$ cat src/rtl/arith_pkg.sv
// arith_pkg: definitions shared by the serial arithmetic cells.
//   state_t : controller state encoding (IDLE / SHIFT / DONE)
//   clog2   : width of a counter that must reach n-1 (never less than 1)
package arith_pkg;

  typedef enum logic [1:0] {
    ST_IDLE  = 2'd0,
    ST_SHIFT = 2'd1,
    ST_DONE  = 2'd2
  } state_t;

  function automatic int clog2(input int n);
    int r;
    int v;
    r = 0;
    v = n - 1;
    while (v > 0) begin
      r++;
      v = v >> 1;
    end
    if (r < 1) r = 1;
    return r;
  endfunction

endpackage

$ cat src/rtl/sync_fs_cell.sv
// sync_fs_cell: 1-bit full subtractor with a registered borrow.
//   clk, rst  : clock, synchronous active-high reset (clears the borrow)
//   en        : advance the borrow to brw_nxt on this edge
//   clr       : seed the borrow to 0 (start of a new operation)
//   a0, b0    : current minuend / subtrahend bits
//   d         : difference bit for the current position (combinational)
//   brw_nxt   : borrow out of the current position (combinational)
module sync_fs_cell (
  input  logic clk,
  input  logic rst,
  input  logic en,
  input  logic clr,
  input  logic a0,
  input  logic b0,
  output logic d,
  output logic brw_nxt
);

  logic brw;

  always_comb begin
    d       = a0 ^ b0 ^ brw;
    brw_nxt = (~a0 & b0) | (~(a0 ^ b0) & brw);
  end

  always_ff @(posedge clk) begin
    if (rst) begin
      brw <= 1'b0;
    end else if (clr) begin
      brw <= 1'b0;
    end else if (en) begin
      brw <= brw_nxt;
    end
  end

endmodule

$ cat src/rtl/sync_serial_sub.sv
// sync_serial_sub: bit-serial a - b, LSB first, one bit per clock.
//   clk, rst    : clock, synchronous active-high reset
//   start       : request, honoured only while idle
//   a, b        : operands, captured on the accepting edge
//   busy        : operation in progress
//   done        : one-cycle pulse when results are valid
//   diff        : a - b mod 2^WIDTH
//   borrow_out  : unsigned a < b
//   overflow    : two's complement overflow of a - b
// All outputs are registered and change together on the edge entering DONE.
module sync_serial_sub
  import arith_pkg::*;
#(
  parameter int WIDTH = 8
) (
  input  logic             clk,
  input  logic             rst,
  input  logic             start,
  input  logic [WIDTH-1:0] a,
  input  logic [WIDTH-1:0] b,
  output logic             busy,
  output logic             done,
  output logic [WIDTH-1:0] diff,
  output logic             borrow_out,
  output logic             overflow
);

  localparam int CNT_W = clog2(WIDTH);
  localparam logic [CNT_W-1:0] CNT_LAST = CNT_W'(WIDTH - 1);

  state_t           state;
  logic [WIDTH-1:0] a_sr;
  logic [WIDTH-1:0] b_sr;
  // Only WIDTH-1 result bits need storing: the last bit goes straight to diff.
  logic [WIDTH-2:0] res_sr;
  logic [WIDTH-1:0] res_cat;
  logic [CNT_W-1:0] cnt;
  logic             a_msb;
  logic             b_msb;
  logic             cell_d;
  logic             cell_brw_nxt;
  logic             cell_en;
  logic             cell_clr;

  always_comb begin
    cell_en  = (state == ST_SHIFT);
    cell_clr = (state == ST_IDLE) && start;
    res_cat  = {cell_d, res_sr};
  end

  sync_fs_cell u_cell (
    .clk     (clk),
    .rst     (rst),
    .en      (cell_en),
    .clr     (cell_clr),
    .a0      (a_sr[0]),
    .b0      (b_sr[0]),
    .d       (cell_d),
    .brw_nxt (cell_brw_nxt)
  );

  always_ff @(posedge clk) begin
    if (rst) begin
      state      <= ST_IDLE;
      busy       <= 1'b0;
      done       <= 1'b0;
      diff       <= '0;
      borrow_out <= 1'b0;
      overflow   <= 1'b0;
      a_sr       <= '0;
      b_sr       <= '0;
      res_sr     <= '0;
      cnt        <= '0;
      a_msb      <= 1'b0;
      b_msb      <= 1'b0;
    end else begin
      case (state)
        ST_IDLE: begin
          done <= 1'b0;
          if (start) begin
            a_sr  <= a;
            b_sr  <= b;
            a_msb <= a[WIDTH-1];
            b_msb <= b[WIDTH-1];
            cnt   <= '0;
            busy  <= 1'b1;
            state <= ST_SHIFT;
          end
        end
        ST_SHIFT: begin
          a_sr   <= {1'b0, a_sr[WIDTH-1:1]};
          b_sr   <= {1'b0, b_sr[WIDTH-1:1]};
          res_sr <= res_cat[WIDTH-1:1];
          if (cnt == CNT_LAST) begin
            // cell_d is the result MSB on this final bit.
            diff       <= res_cat;
            borrow_out <= cell_brw_nxt;
            overflow   <= (a_msb ^ b_msb) & (cell_d ^ a_msb);
            busy       <= 1'b0;
            done       <= 1'b1;
            state      <= ST_DONE;
          end else begin
            cnt <= cnt + 1'b1;
          end
        end
        ST_DONE: begin
          done  <= 1'b0;
          state <= ST_IDLE;
        end
        default: begin
          state <= ST_IDLE;
        end
      endcase
    end
  end

endmodule

$ cat config.mk
export PLATFORM = sky130hd
export DESIGN_NAME = sync_serial_sub
export DESIGN_NICKNAME = d
export VERILOG_FILES = /design/src/rtl/arith_pkg.sv /design/src/rtl/sync_fs_cell.sv /design/src/rtl/sync_serial_sub.sv
export SDC_FILE = /design/constraint.sdc
export NUM_CORES = 1
export LEC_CHECK = 0
export ABC_CLOCK_PERIOD_IN_PS = 1700
export BUFFER_PORTS_ARGS = -buffer_cell sky130_fd_sc_hd__buf_4
export CELL_PAD_IN_SITES_DETAIL_PLACEMENT = 0
export CELL_PAD_IN_SITES_GLOBAL_PLACEMENT = 2
export CORE_ASPECT_RATIO = 1.25
export CORE_UTILIZATION = 35
export CTS_BUF_LIST = sky130_fd_sc_hd__clkbuf_8
export DETAILED_ROUTE_END_ITERATION = 7
export GPL_TIMING_DRIVEN = 0
export PLACE_DENSITY = 0.82
export SYNTH_ARGS = -nofsm -noshare
export SYNTH_HDL_FRONTEND = slang
export SYNTH_SLANG_ARGS = --single-unit
$ cat constraint.sdc
create_clock -name clk -period 1.7 [get_ports clk]
set_input_delay 0.17 -clock clk [delete_from_list [all_inputs] [get_ports clk]]
set_output_delay 0.17 -clock clk [all_outputs]
set_load 0.005 [all_outputs]
==> results of run 1 <==
[cell usage after synthesis, drive strengths merged]
master	number
a211oi	16
a21oi	19
a22oi	2
a2bb2oi	1
a31oi	3
and2b	1
and3b	1
buf	8
clkbuf	8
dfxtp	43
fa	1
ha	2
inv	3
mux2i	17
nand2	34
nand3	4
nand3b	2
nor2	24
nor2b	1
nor3	1
nor3b	1
nor4b	1
o21ai	1
o21ba	1
o21bai	2
or2b	1
[worst max-delay path by stage]
stage           start         end  cells past startpoint
3_5_place_dp   cnt[0]  borrow_out                      6
5_1_grt        cnt[0]  borrow_out                      7
6_report       cnt[0]  borrow_out                      6
3_3_place_gp   cnt[0]  borrow_out                      7
4_1_cts        cnt[0]  borrow_out                      6
2_1_floorplan  cnt[0]  borrow_out                      6
[layout make-up]
cell class | instances | area [sq um] | area share (%)
sequential | 43 | 861 | 39.2
multi-input combinational | 136 | 827 | 37.6
timing repair buffer | 29 | 218 | 9.91
buffer | 16 | 121 | 5.52
tap | 62 | 77.6 | 3.53
clock buffer | 5 | 68.8 | 3.13
clock inverter | 3 | 12.5 | 0.569
inverter | 3 | 11.3 | 0.513
[logic make-up (layout without fill, tap and decap cells)]
logic type | after synthesis | in the layout | synth area share [%]
AO/OA/AOI/OAI | 45 | 45 | 16.1
adder cells (fa/ha/maj) | 3 | 3 | 2.47
buffers and inverters | 19 | 56 | 7.28
flip-flops | 43 | 43 | 47.3
multiplexers | 17 | 17 | 9.35
AND/OR/NAND/NOR | 71 | 71 | 17.5
[sequential cells by signal (all words and copies together) (netlist names)]
register and flops:
done 1, state 2, diff 8, borrow_out 1
u_cell.brw 1, cnt 3, res_sr 7, a_msb 1
a_sr 8, overflow 1, b_sr 8, busy 1
b_msb 1
[tightest hold or removal path, stage by stage]
cell and delay [ns]:
buf_4 0.09, mux2i_1 0.06, nor2_1 0.07
[placed cells by master, fill, tap and decap left out, types with 2 or more instances in the layout]
master / instances
a211oi_1: 15
a21oi_1: 19
a22oi_1: 2
a31oi_1: 3
buf_4: 31
buf_6: 4
clkbuf_1: 6
clkbuf_8: 6
dfxtp_1: 43
ha_1: 2
inv_1: 5
mux2i_1: 17
nand2_1: 34
nand3_1: 4
nand3b_1: 2
nor2_1: 23
o21bai_1: 2
[per-layer routing]
metal | vias to the layer above | routed length [um]
li1 | 748 | -
met1 | 649 | 1840
met2 | 30 | 1700
met3 | 7 | 183
met4 | 0 | 60
met5 | - | 0
[where the power goes]
part	leakage [nW]	total [mW]	switching, mW	internal (mW)
clock	0.0505	0.626	0.349	0.277
combinational	0.470	0.236	0.118	0.118
sequential	0.352	1.08	0.0268	1.05
==> impl_metrics.json, run 1 <==
{
  "post-place-ws_ns": 0.162,
  "min_period_ns": 1.55,
  "drc": 0,
  "reg2reg_to": "borrow_out",
  "ioPinCount": 31,
  "cts-root-buf": "clkbuf_8",
  "maxCapViolCount": 0,
  "synth_top_area_share_pct": 47.3,
  "holdPathStages": 3,
  "clk_latency_ns": 0.29,
  "finalClockSkew_ns": 0.00593,
  "hold_viol": 0,
  "clkSinkCount": 43,
  "grt-busiest-layer": "met2",
  "cts_htree_levels": 2,
  "fin_crit_sh_pct": 91.1,
  "ctsHoldBuffers": 0,
  "grtUsageMet3_pct": 5.08,
  "rsz0062_at_grt": "false",
  "die_area_sq_um": 5500,
  "synth_area_leaders": "dfxtp_1, mux2i_1, nand2_1",
  "grt_util_all_layers_pct": 15.6,
  "maxSlewHeadroom_pct": 64.1,
  "drt-pass1-iter-count": 4,
  "cts_setup_buffers": 0,
  "n_antenna_cell": 0,
  "die-height_um": 82.6,
  "core_sq_um": 5040,
  "ff2ff_setup_slack_ns": 0.15,
  "cp_top_family": "adder cells",
  "end_kind": "flip-flop",
  "drv_slew": 0,
  "dieWidth_um": 66.5,
  "reg2reg_depth": 6,
  "yosys_warnings": 0,
  "crit_slowest_cell": "dfxtp_1",
  "syn_avg_cell_area_sq_um": 9.19,
  "peakVddDrop_mv": 0.417,
  "outcome": "completed",
  "clk_pin_slew_ns": 0.08,
  "grt-ovfl-total": 0,
  "instances_no_fill": 297,
  "start_util_pct": 36.1,
  "power.total_mw": 1.94,
  "nFillCells": 531,
  "hold_path_end": "b_msb",
  "cts_tree": "built",
  "ys_seq_area_share_pct": 47.3,
  "clk_path_buf_depth": 2,
  "synth_largest_area_cell": "dfxtp_1",
  "vias_per_cell": 4.83,
  "crit_path_frequent_cell": "ha_1",
  "synthCells": 198,
  "wl_per_cell_um": 12.8,
  "fmax_mhz": 646,
  "cp_max_fo": 10,
  "portBuffers": 29,
  "p_per_area_nw_per_um2": 883,
  "ant_nets": 0,
  "syn-num-nets": 220,
  "post_dp_cell_area_sq_um": 2120,
  "synth.cell_area_sq_um": 1820,
  "grt_use_met1_pct": 19.2,
  "crit_type": "reg -> reg",
  "dpl.cell_count": 289,
  "ys_types": 33,
  "setup_viol": 0,
  "grt_pass1_vias": 1324,
  "gp_congestion": 0.678,
  "synth_seq_cells": 43,
  "vias": 1434,
  "num_rows": 29,
  "antenna_found_initial": 0,
  "path_cells": "ha_1 > ha_1 > clkbuf_2 > and3b_2 > buf_6 > a211oi_2",
  "max_stage_delay_ns": 0.34,
  "setup_tns_ns": 0,
  "grt_max_degree": 13,
  "dp_hpwl_mm": 2.72,
  "reg2reg_from": "cnt[0]",
  "worstSetupStartpointType": "flip-flop",
  "p_leak_nw": 0.873,
  "setup_slack_ns": 0.152,
  "cp_data_required_time_ns": 1.92,
  "met2_usage_pct": 25.4,
  "cts_resized": 0,
  "dr.first_iter.drc_count": 27,
  "stdcell_area_sq_um": 2200,
  "fin_util_pct": 43.6,
  "drive_gt1_share_pct": 21.3,
  "cts_made_buffers": 5,
  "arrival_ns": 1.77,
  "fin_nets": 256,
  "drt-total-wl_mm": 3.79,
  "whs_ns": 0.121,
  "path_buf_inv": 2,
  "hp-start": "b[7]",
  "grt_pass1_wl_mm": 6.42,
  "hp-class": "in -> reg",
  "area_growth_pct": 20.7,
  "tightest_slew_ns": 0.537
}
Power figures use the tool's default switching activity.
==> inputs of run 2 (changes only) <==
Settings changed: CORE_UTILIZATION 35 to 33, CTS_BUF_LIST sky130_fd_sc_hd__clkbuf_8 to sky130_fd_sc_hd__clkbuf_16, PLACE_DENSITY 0.82 to 0.78.
==> impl_metrics.json, run 2 (same netlist as run 1, synthesis figures left out) <==
{
  "outcome": "completed",
  "antenna_found_initial": 0,
  "combPwrFrac_pct": 10.7,
  "grt-ovfl-total": 0,
  "cts_tree": "built",
  "fin_nets": 256,
  "cts_htree_levels": 2,
  "wl_per_cell_um": 13.3,
  "tightest_slew_ns": 0.552,
  "grt_util_all_layers_pct": 15.5,
  "mostFrequentLayoutCell": "dfxtp_1",
  "reg2reg_from": "cnt[0]",
  "ioPinCount": 31,
  "fmax_mhz": 648,
  "cts_made_buffers": 5,
  "p_sw_mw": 0.526,
  "drt-pass1-iter-count": 4,
  "maxSlewHeadroom_pct": 63.1,
  "ctsHoldBuffers": 0,
  "core_sq_um": 5190,
  "multi_input_area_sq_um": 827,
  "seq_area_sq_um": 861,
  "n_antenna_cell": 0,
  "cp_max_fo": 10,
  "reg2reg_depth": 6,
  "die_area_sq_um": 5820,
  "stdcell_area_sq_um": 2260,
  "rsz0062_at_grt": "false",
  "ff2ff_setup_slack_ns": 0.16,
  "hold_path_end": "b_msb",
  "layout_common_cells": "dfxtp_1, nand2_1, buf_4",
  "setup_viol": 0,
  "power.total_mw": 2.23,
  "end_kind": "flip-flop",
  "die-height_um": 85.0,
  "clkSinkCount": 43,
  "cts_resized": 0,
  "p_sw_share_pct": 23.6,
  "internal_power_mw": 1.70,
  "grt_pass1_wl_mm": 6.75,
  "worstSetupStartpointType": "flip-flop",
  "power_frac_clock_pct": 40.9,
  "dpl.cell_count": 289,
  "p_per_area_nw_per_um2": 989,
  "cts_setup_buffers": 0,
  "fin_util_pct": 43.5,
  "reg.largest.list": "a_sr x8, b_sr x8, diff x8",
  "hold_viol": 0,
  "holdPathStages": 3,
  "gp_congestion": 0.654,
  "clk_latency_ns": 0.28,
  "min_period_ns": 1.54,
  "nFillCells": 540,
  "arrival_ns": 1.75,
  "fin_crit_sh_pct": 90.8,
  "grt_max_degree": 14,
  "setup_tns_ns": 0,
  "crit_type": "reg -> reg",
  "peakVddDrop_mv": 0.479,
  "pwr-share-seq_pct": 48.4,
  "drt-total-wl_mm": 3.95,
  "ant_nets": 0,
  "drive_gt1_share_pct": 21.3,
  "cts-root-buf": "clkbuf_16",
  "dp_hpwl_mm": 2.82,
  "post_dp_cell_area_sq_um": 2120,
  "vias": 1459,
  "hp-start": "b[7]",
  "dr.first_iter.drc_count": 50,
  "maxCapViolCount": 0,
  "p_leak_nw": 0.887,
  "clk_pin_slew_ns": 0.06,
  "start_util_pct": 35.1,
  "instances_no_fill": 297,
  "area_growth_pct": 23.9,
  "num_rows": 29,
  "clk_path_buf_depth": 2,
  "finalClockSkew_ns": 0.00516,
  "reg2reg_to": "borrow_out",
  "portBuffers": 29,
  "drv_slew": 0,
  "dieWidth_um": 68.4,
  "hp-class": "in -> reg",
  "grt_pass1_vias": 1414,
  "vias_per_cell": 4.91,
  "cp_data_required_time_ns": 1.91,
  "drc": 0
}
==> run 2: changes by cell type in the layout (fill, tap and decap cells not counted), sizes merged <==
cell / delta
clkinv: +1
clkinvlp: +1
inv: -2
==> run 2: metal layers <==
layer / vias to the layer above / part of all wire [%] / track usage [%]
met5: - / 0 / 0
met4: 0 / 1.5 / 5.11
met3: 7 / 3.5 / 4.30
met2: 27 / 50 / 25.6
met1: 674 / 45 / 18.9
li1: 751 / - / -
==> run 2: through the flow <==
stage / hold WS [ns] / setup WS (ns)
2_1_floorplan: 0.317 / 0.274
3_3_place_gp: 0.421 / 0.157
3_5_place_dp: 0.428 / 0.147
4_1_cts: 0.130 / 0.144
5_1_grt: 0.151 / 0.0103
6_report: 0.129 / 0.156
==> run 2: worst max-delay path by stage <==
stage | end | start
floorplan | borrow_out | cnt[0]
global placement | borrow_out | cnt[0]
detailed placement | borrow_out | cnt[0]
CTS | borrow_out | cnt[0]
global route | borrow_out | cnt[0]
finish | borrow_out | cnt[0]
==> run 2: layout make-up <==
| class | count | share of cell area [%] |
|---|---|---|
| repair buffers | 29 | 9.65 |
| multi-input cells | 136 | 36.7 |
| well taps | 62 | 3.44 |
| plain buffers | 16 | 5.38 |
| clock buffers | 5 | 5.55 |
| flip-flops and latches | 43 | 38.2 |
| clock inverters | 3 | 0.666 |
| inverters | 3 | 0.499 |
==> run 2: worst max-delay path: stages, from the launching register on <==
cell      delay [ns]
dfxtp_1         0.33
ha_1            0.21
ha_1            0.17
clkbuf_2        0.17
and3b_2         0.25
buf_6           0.14
a211oi_2        0.20
==> run 2: power by group through the flow <==
stage	Sequential [mW]	Combinational [mW]	Clock, mW
global placement	1.10	0.242	0
global route	1.09	0.267	0.991
CTS	1.08	0.243	0.955
floorplan	1.10	0.167	0
finish	1.08	0.238	0.912
detailed placement	1.10	0.242	0
==> inputs of run 3 (changes only) <==
Settings changed: CAP_MARGIN from default to 20, CORE_ASPECT_RATIO 1.25 to 0.5, PLACE_DENSITY 0.78 to 0.88.
==> impl_metrics.json, run 3 (same netlist as run 1, synthesis figures left out) <==
{
  "drt-pass1-iter-count": 4,
  "layout_common_cells": "dfxtp_1, nand2_1, buf_4",
  "n_antenna_cell": 0,
  "dpl.cell_count": 297,
  "pwr-share-seq_pct": 48.1,
  "cts-root-buf": "clkbuf_16",
  "cts_made_buffers": 5,
  "rsz0062_at_grt": "false",
  "grtUsageMet3_pct": 3.93,
  "path_buf_inv": 2,
  "stdcell_area_sq_um": 2270,
  "ant_nets": 0,
  "grt-ovfl-total": 0,
  "seq_area_sq_um": 861,
  "drv_slew": 0,
  "clk_path_buf_depth": 2,
  "vias": 1457,
  "cts_setup_buffers": 0,
  "mostFrequentLayoutCell": "dfxtp_1",
  "fmax_mhz": 650,
  "antenna_found_initial": 0,
  "end_kind": "flip-flop",
  "gp_congestion": 0.688,
  "drc": 0,
  "drt-total-wl_mm": 3.78,
  "die-height_um": 54.5,
  "dp_hpwl_mm": 2.64,
  "finalClockSkew_ns": 0.00379,
  "tightest_slew_ns": 0.564,
  "nFillCells": 514,
  "crit_path_frequent_cell": "ha_1",
  "p_leak_nw": 0.893,
  "dr.first_iter.drc_count": 55,
  "start_util_pct": 35.6,
  "setup_viol": 0,
  "cts_htree_levels": 2,
  "hold_viol": 0,
  "clk_pin_slew_ns": 0.06,
  "die_area_sq_um": 5840,
  "grt_max_degree": 14,
  "core_sq_um": 5110,
  "vias_per_cell": 4.78,
  "crit_slowest_cell": "dfxtp_1",
  "instances_no_fill": 305,
  "cp_data_required_time_ns": 1.91,
  "cts_resized": 0,
  "combPwrFrac_pct": 10.5,
  "min_period_ns": 1.54,
  "cp_max_fo": 10,
  "path_cells": "ha_1 > ha_1 > clkbuf_2 > and3b_2 > buf_6 > a211oi_2",
  "arrival_ns": 1.74,
  "peakVddDrop_mv": 0.441,
  "outcome": "completed",
  "cp_top_family": "adder cells",
  "worstSetupStartpointType": "flip-flop",
  "dieWidth_um": 107,
  "hp-class": "in -> reg",
  "p_per_area_nw_per_um2": 990,
  "power_frac_clock_pct": 41.3,
  "multi_input_area_sq_um": 827,
  "area_growth_pct": 24.5,
  "p_sw_mw": 0.537,
  "setup_tns_ns": 0,
  "fin_crit_sh_pct": 90.4,
  "grt_pass1_vias": 1272,
  "internal_power_mw": 1.71,
  "post_dp_cell_area_sq_um": 2130,
  "grt_pass1_wl_mm": 6.22,
  "wl_per_cell_um": 12.4,
  "crit_type": "reg -> reg",
  "clk_latency_ns": 0.28,
  "p_sw_share_pct": 23.9,
  "maxSlewHeadroom_pct": 62.4,
  "grt_util_all_layers_pct": 14.3,
  "reg.largest.list": "a_sr x8, b_sr x8, diff x8",
  "fin_nets": 256,
  "ioPinCount": 31,
  "maxCapViolCount": 0,
  "grt-busiest-layer": "met2",
  "portBuffers": 29,
  "met2_usage_pct": 22.0,
  "drive_gt1_share_pct": 21.7,
  "cts_tree": "built",
  "clkSinkCount": 43,
  "num_rows": 18,
  "grt_use_met1_pct": 19.9,
  "max_stage_delay_ns": 0.34,
  "ctsHoldBuffers": 0
}
## run 3: metrics by stage
step / total power [mW] / hold slack [ns] / util (%) / setup slack (ns)
6_report: 2.24 / 0.143 / 44.3 / 0.163
5_1_grt: 2.34 / 0.151 / 44.3 / 0.00496
4_1_cts: 2.27 / 0.142 / 44.3 / 0.150
3_5_place_dp: 1.34 / 0.433 / 41.6 / 0.170
3_3_place_gp: 1.34 / 0.421 / 41.6 / 0.194
2_1_floorplan: 1.26 / 0.317 / - / 0.274
## run 3: worst paths after layout
kind | start | to | slack (ns) | depth (start not counted)
worst min register to register | diff[2] | diff[2] | 0.46 | 2
worst max-delay path | cnt[0] | borrow_out | 0.16 | 6
worst max register to register | cnt[0] | borrow_out | 0.16 | 6
worst min-delay path | a[7] | a_msb | 0.14 | 3
## run 3: power groups by stage
stage          sequential [mW]  clock [mW]  combinational (mW)
2_1_floorplan             1.10           0               0.167
3_3_place_gp              1.10           0               0.235
3_5_place_dp              1.10           0               0.238
4_1_cts                   1.08       0.946               0.240
5_1_grt                   1.09       0.986               0.266
6_report                  1.08       0.928               0.236
## run 3: worst register-to-register path: cells and delay by family, from the launching register on
kind / cells / cell delay [ns]
simple gates: 1 / 0.25
buf+inv: 2 / 0.30
compound gates: 1 / 0.20
flops: 1 / 0.34
fa+ha+maj: 2 / 0.38
## run 3: final cells by class
cell class,count,share of cell area (%)
Clock buffer,5,5.52
Tap cell,70,3.86
Multi-Input combinational cell,136,36.5
Inverter,3,0.497
Clock inverter,3,0.717
Buffer,16,5.35
Timing Repair Buffer,29,9.60
Sequential cell,43,38.0
## run 3: routing by layer
metal	wire length, um	vias up
met3	160	5
li1	-	751
met2	1590	28
met1	2000	673
met4	37	0
met5	0	-
